$ cat config.mk
export PLATFORM = sky130hd
export DESIGN_NAME = b_feeder
export DESIGN_NICKNAME = d
export VERILOG_FILES = /design/src/rtl/b_feeder.sv
export SDC_FILE = /design/constraint.sdc
export NUM_CORES = 1
export LEC_CHECK = 0
export CAP_MARGIN = 20
export CORE_AREA = 2 2 235 237
export CTS_CLUSTER_DIAMETER = 150
export CTS_CLUSTER_SIZE = 30
export DETAILED_ROUTE_END_ITERATION = 16
export DIE_AREA = 0 0 237 239
export GPL_TIMING_DRIVEN = 0
export PLACE_DENSITY = 0.69
export RECOVER_POWER = 100
export SLEW_MARGIN = 40
export SYNTH_ARGS = -nofsm -noshare
export SYNTH_HDL_FRONTEND = slang
export SYNTH_SLANG_ARGS = --single-unit
$ cat constraint.sdc
create_clock -name clk -period 2.6 [get_ports clk]
set_clock_uncertainty 0.1 [all_clocks]
set_input_delay 0.26 -clock clk [delete_from_list [all_inputs] [get_ports clk]]
set_output_delay 0.26 -clock clk [all_outputs]
set_load 0.005 [all_outputs]
$ cat src/rtl/b_feeder.sv
`timescale 1ns / 1ps
// b_feeder: upstream stage of the B-operand skew FIFO bank.
//
// Accepts one DIM x DIM tile of signed elements row by row over a valid/ready
// write port, then streams it into the skew bank one vector per cycle with a
// matching enable. After the tile it pushes zero vectors until the deepest
// skew FIFO (depth 2*DIM-1) has drained, then pulses done.
//
// Optional feature, macro B_FEEDER_TRANSPOSE_EN: when defined, STREAM emits
// tile columns instead of rows (the row-major tile is fed as its transpose).
// When undefined, rows are emitted and no transpose mux exists.
//
// Ports:
//   clk       clock
//   rst_n     asynchronous active-low reset
//   start     pulse, begins a tile load (honoured only when idle)
//   wr_valid  wr_row holds a valid row
//   wr_ready  feeder accepts a row this cycle (high throughout LOAD)
//   wr_row    one tile row; element i is column i
//   busy      high whenever not idle
//   done      one-cycle pulse on return to idle after the flush
//   en_out    registered shift enable to the skew bank
//   Bout      registered vector to the skew bank input
module b_feeder #(
  parameter int unsigned BITS_AB = 8,
  parameter int unsigned DIM     = 8
) (
  input  logic                      clk,
  input  logic                      rst_n,
  input  logic                      start,
  input  logic                      wr_valid,
  output logic                      wr_ready,
  input  logic signed [BITS_AB-1:0] wr_row [DIM],
  output logic                      busy,
  output logic                      done,
  output logic                      en_out,
  output logic signed [BITS_AB-1:0] Bout [DIM]
);

  localparam int unsigned RowW     = (DIM > 1) ? $clog2(DIM) : 1;
  localparam int unsigned FlushLen = 2 * DIM - 1;
  localparam int unsigned FlushW   = $clog2(FlushLen);

  localparam logic [RowW-1:0]   RowLast   = RowW'(DIM - 1);
  localparam logic [FlushW-1:0] FlushLast = FlushW'(FlushLen - 1);

  typedef enum logic [1:0] {
    StIdle,
    StLoad,
    StStream,
    StFlush
  } state_e;

  state_e state_q, state_d;

  logic [RowW-1:0]   row_cnt_q, row_cnt_d;
  logic [FlushW-1:0] flush_cnt_q, flush_cnt_d;

  logic signed [BITS_AB-1:0] tile_q [DIM][DIM];
  logic signed [BITS_AB-1:0] tile_d [DIM][DIM];

  logic                      done_q, done_d;
  logic                      en_out_q, en_out_d;
  logic signed [BITS_AB-1:0] bout_q [DIM];
  logic signed [BITS_AB-1:0] bout_d [DIM];

  // Vector selected for the next output register load. Outputs are computed
  // from the upcoming state so the registered enable lines up with STREAM and
  // FLUSH occupancy: the first vector appears the cycle right after the last
  // handshake and en_out is low again in the done cycle.
  logic            emit;
  logic [RowW-1:0] emit_idx;

  always_comb begin
    state_d     = state_q;
    row_cnt_d   = row_cnt_q;
    flush_cnt_d = flush_cnt_q;
    tile_d      = tile_q;
    done_d      = 1'b0;
    en_out_d    = 1'b0;
    emit        = 1'b0;
    emit_idx    = '0;

    unique case (state_q)
      StIdle: begin
        if (start) begin
          state_d   = StLoad;
          row_cnt_d = '0;
        end
      end

      StLoad: begin
        // wr_ready is high for the whole state, so wr_valid is the handshake.
        if (wr_valid) begin
          tile_d[row_cnt_q] = wr_row;
          if (row_cnt_q == RowLast) begin
            state_d   = StStream;
            row_cnt_d = '0;
            emit      = 1'b1;
            emit_idx  = '0;
          end else begin
            row_cnt_d = row_cnt_q + RowW'(1);
          end
        end
      end

      StStream: begin
        if (row_cnt_q == RowLast) begin
          state_d     = StFlush;
          row_cnt_d   = '0;
          flush_cnt_d = '0;
          en_out_d    = 1'b1;
        end else begin
          row_cnt_d = row_cnt_q + RowW'(1);
          emit      = 1'b1;
          emit_idx  = row_cnt_q + RowW'(1);
        end
      end

      StFlush: begin
        if (flush_cnt_q == FlushLast) begin
          state_d     = StIdle;
          flush_cnt_d = '0;
          done_d      = 1'b1;
        end else begin
          flush_cnt_d = flush_cnt_q + FlushW'(1);
          en_out_d    = 1'b1;
        end
      end

      default: begin
        state_d = StIdle;
      end
    endcase

    if (emit) begin
      en_out_d = 1'b1;
    end
  end

  // Output vector mux. Reads tile_d so the final row written in the same
  // cycle as the last handshake is already visible (needed for column 0 in
  // transpose mode, harmless otherwise).
  always_comb begin
    for (int i = 0; i < DIM; i++) begin
      bout_d[i] = '0;
      if (emit) begin
`ifdef B_FEEDER_TRANSPOSE_EN
        bout_d[i] = tile_d[i][emit_idx];
`else
        bout_d[i] = tile_d[emit_idx][i];
`endif
      end
    end
  end

  always_ff @(posedge clk or negedge rst_n) begin
    if (!rst_n) begin
      state_q     <= StIdle;
      row_cnt_q   <= '0;
      flush_cnt_q <= '0;
      done_q      <= 1'b0;
      en_out_q    <= 1'b0;
      for (int r = 0; r < DIM; r++) begin
        bout_q[r] <= '0;
        for (int c = 0; c < DIM; c++) begin
          tile_q[r][c] <= '0;
        end
      end
    end else begin
      state_q     <= state_d;
      row_cnt_q   <= row_cnt_d;
      flush_cnt_q <= flush_cnt_d;
      done_q      <= done_d;
      en_out_q    <= en_out_d;
      for (int r = 0; r < DIM; r++) begin
        bout_q[r] <= bout_d[r];
        for (int c = 0; c < DIM; c++) begin
          tile_q[r][c] <= tile_d[r][c];
        end
      end
    end
  end

  assign wr_ready = (state_q == StLoad);
  assign busy     = (state_q != StIdle);
  assign done     = done_q;
  assign en_out   = en_out_q;
  assign Bout     = bout_q;

endmodule

# Word level (Yosys, flattened, before mapping)

Index checks and enable logic that the tools add are counted.

Flip-flop bits (word level): 587
Input bits: 68
Output and inout port bits: 68
Word-level logic and storage cells: 141

Add/sub/neg operators: 2
Magnitude comparators: 3
Equal/unequal tests: 10
Multiplexer cells: 39
Bitwise logic cells: 2
Reduce and logical (&&, ||, !) cells: 8

Operators by type and width:

| kind                  | number |
|---|---|
| $mux W512             | 2 |
| $bwmux W512           | 1 |
| $bmux W64 S3          | 1 |
| $demux W64 S3         | 1 |
| $mux W64              | 3 |
| $mux W8               | 8 |
| $mux W3               | 4 |
| $mux W2               | 5 |
| $pmux W3 S3           | 1 |
| $ge A4 B4 Y1 const B  | 2 |
| $mux W4               | 2 |
| $ne A2 B2 Y1 const B  | 4 |
| $not A3 Y4            | 2 |
| $pmux W2 S4           | 1 |
| $pmux W4 S2           | 1 |
| $mux W1               | 7 |
| $reduce_and A5 Y1     | 1 |
| $add A4 B1 Y4 const B | 1 |
| $eq A2 B2 Y1 const B  | 2 |
| $eq A4 B4 Y1 const B  | 1 |
| $lt A4 B1 Y1 const B  | 1 |
| $pmux W1 S2           | 2 |
| $reduce_bool A2 Y1    | 2 |
| $add A3 B1 Y3 const B | 1 |
| other kinds (8)       | 8 |

# Longest topological paths before layout

Depth in word-level cells: 12
Depth in mapped cells: 10
Gate-level depth less buffers: 7

# Least setup slack after synthesis

OpenSTA, ideal clock, no wires.

Path type: register -> register
Start point: reg row_cnt_q[0]
End point: reg bout_q (netlist bit Bout[58])
Setup time: 126 ps
Data arrival time: 2263 ps
Required time: 2374 ps
Setup slack: 111 ps
Cell stages (with the launch flop): 8
Path buffers: 1
Clock period less this slack: 2489 ps
Cell sequence: dfrtp_1 ha_1 ha_1 or2_2 nor3_1 clkbuf_1 a221oi_1 o311a_1

RTL lines:

| item                          | line | text |
|---|---|---|
| start, declared               | 56   | `logic [RowW-1:0] row_cnt_q, row_cnt_d;` |
| start signal, assigned        | 172  | `row_cnt_q <= row_cnt_d;` |
| end signal, assigned by index | 177  | `bout_q[r] <= bout_d[r];` |
| end, declared                 | 64   | `logic signed [BITS_AB-1:0] bout_q [DIM];` |

==> flow_summary.ini <==
[grt]
grt_pass1_vias = 21100
overflow = 0
grt_pass1_wl_um = 122000
grt_max_degree = 79
antenna_found_initial = 3
grt.total_usage_pct = 27.6

[logic_synthesis]
synth.avg_cell_area_um2 = 10.4
yosys.area.top_type_share_pct = 54.7
yosysSeqAreaShare_pct = 54.7
yosysUniqueCellTypes = 39
ys_ff_latch = 587
netlist_area_um2 = 26800
syn-num-nets = 2664
synth_area_leaders = dfrtp_1 (55%), nand2_1 (9.0%), mux2_2 (8.9%)
synth_warnings = 0
synth_cells = 2587
yosys.area.top_type = dfrtp_1

[layout]
stdcell_area_um2 = 30200
syn2layout_area_growth_pct = 12.4
drive_gt1_share_pct = 18.2
final_common_cell = nand2_1
stdcell_count = 3468
final_cell_mix = nand2_1 (641), dfrtp_1 (584), mux2_2 (207)
fillers = 4680
final_util_pct = 55.5
nets = 2839

[drt]
viasPerCell = 6.00
dr_total_vias = 20800
routed_wl_um = 77800
dr.pass1.iters = 8
antenna_left = 0
wire_per_inst_um = 22.4
drc = 0
dr.first_iter.drc_count = 1940

[worst_setup_path]
path_class = reg -> reg
crit_arrival_ps = 2950
cp-start-kind = register
worstPathRequired_ps = 2960
cp-end-kind = register
critPathMaxFanout = 10

[sta]
timing.hold.ws_ps = 45.9
fmax_ghz = 0.387
tns_ps = 0
finalSetupViolations = 0
relSlewSlack_pct = 6.78
worst_pin_slew_ps = 1400
drv_slew = 0
timing.final.ws_setup_ps = 12.8
fin_crit_sh_pct = 99.5
hold_viol = 0
finalCriticalPeriod_ps = 2590

[clock_tree]
cts_buffer_depth = 3
clk_latency_ps = 640
clockRootBuffer = clkbuf_16
clock_sink_count = 587
clkTransAtPathRegs_ps = 120
cts_buffers = 23
cts_tree = yes
htreeDepth = 1

[placed_design]
post-place-cells = 3374
io_buffers = 71
place_ws_ps = -1160
dp_hpwl_um = 52700
gp_congestion = 0.872
post_dp_cell_area_um2 = 28700

[pwr]
power_mw = 30.5
p_per_area_nw_per_um2 = 1010
leakagePower_nw = 15.4
peakVddDrop_uv = 516

[status]
status = finished, final reports clean

[floorplanning]
die_h_um = 239
die_area_um2 = 56600
top_level_ports = 136
num_rows = 86
core_um2 = 54300
die_w_um = 237
initial_core_util_pct = 49.4

[worst_hold_path]
min_path_type = in -> async

[run]
maxCapViolCount = 0
-- cell type report --
cell class	instances	area (um^2)	area share, %
Clock buffer	23	576	1.91
Multi-Input combinational cell	1673	10600	35.3
Antenna cell	2	5.00	0.0166
Clock inverter	2	36.3	0.120
Sequential cell	587	14700	48.7
Buffer	247	1490	4.94
Inverter	73	274	0.908
Timing Repair Buffer	157	1570	5.22
Tap cell	704	881	2.92
-- worst max-delay path, cell delays in order (launching register included) --
cell and delay (ps):
dfrtp_1 440, inv_1 120, ha_1 270, buf_6 170, and2_2 220, clkbuf_8 210
clkbuf_2 270, o21a_1 240, o311a_1 390
-- synthesized netlist by cell type --
library cell	n
mux2_2	212
nor3b_4	1
o311a_1	63
nand4_1	63
nor2_1	70
o221a_2	1
dfrtp_1	587
nand2_1	644
buf_2	16
nand3_1	136
ha_1	9
nor3_2	2
and3b_1	1
clkbuf_2	3
a21oi_1	2
o31a_1	1
o2111a_1	1
or2_2	3
nor3_1	4
mux2i_1	63
and2_1	6
and3_1	2
o21ai_0	139
a221oi_1	63
nor2b_1	2
inv_1	73
nand2_2	1
a221o_1	1
o21a_1	64
a211oi_1	1
mux2_4	48
nor4_1	1
o31ai_1	2
clkbuf_1	154
buf_1	14
nand2b_1	4
buf_4	61
buf_6	6
a31oi_1	63
-- registers in the layout, indices dropped and copies added (netlist names) --
| name | flops |
|---|---|
| Bout | 64 |
| done | 1 |
| en_out | 1 |
| tile_q | 512 |
| state_q | 2 |
| row_cnt_q | 3 |
| flush_cnt_q | 4 |
-- timing repair --
action | 4_1_cts | 5_1_grt
buffers inserted | 3 | 5
gates cloned | 0 | 1
pin swaps | 3 | 4
setup endpoints to repair | 332 | 120
hold endpoints to repair | 646 | 0
resized for setup | 173 | 44
hold buffers | 65 | 0
-- worst paths after layout --
| check | from | endpoint | slack [ps] | cells past startpoint |
|---|---|---|---|---|
| worst max register to register | state_q[0] | Bout[42] | 10 | 8 |
| worst min-delay path | rst_n | tile_q[507] | 50 | 2 |
| min in group clk | wr_row[22] | tile_q[86] | 330 | 4 |
| worst min register to register | tile_q[373] | tile_q[373] | 380 | 2 |
| max in group asynchronous | rst_n | tile_q[281] | 370 | 5 |
| worst max-delay path | state_q[0] | Bout[42] | 10 | 8 |
-- where the power goes --
part,internal [mW],switching [mW]
logic,4.91,6.99
registers,12.7,1.37
clock network,1.64,2.89
-- layer usage --
layer	vias to the layer above	wire (um)	global-route usage, %
li1	9208	-	-
met1	10500	33000	38.1
met2	866	37000	45.0
met3	193	4750	3.45
met4	4	3010	10.4
met5	-	27	0
-- logic make-up (layout without fill, tap and decap cells) --
family	count (synthesis)	count (layout)	share of synthesized area, %
and+or+nand+nor	940	940	14.7
DFF	587	587	54.7
AOI/OAI and AO/OA	401	401	10.5
buffers and inverters	327	502	5.68
muxes	323	323	13.9
adders and majority gates	9	9	0.420
other	0	2	0
No activity file was read; power rests on OpenSTA's default activity.
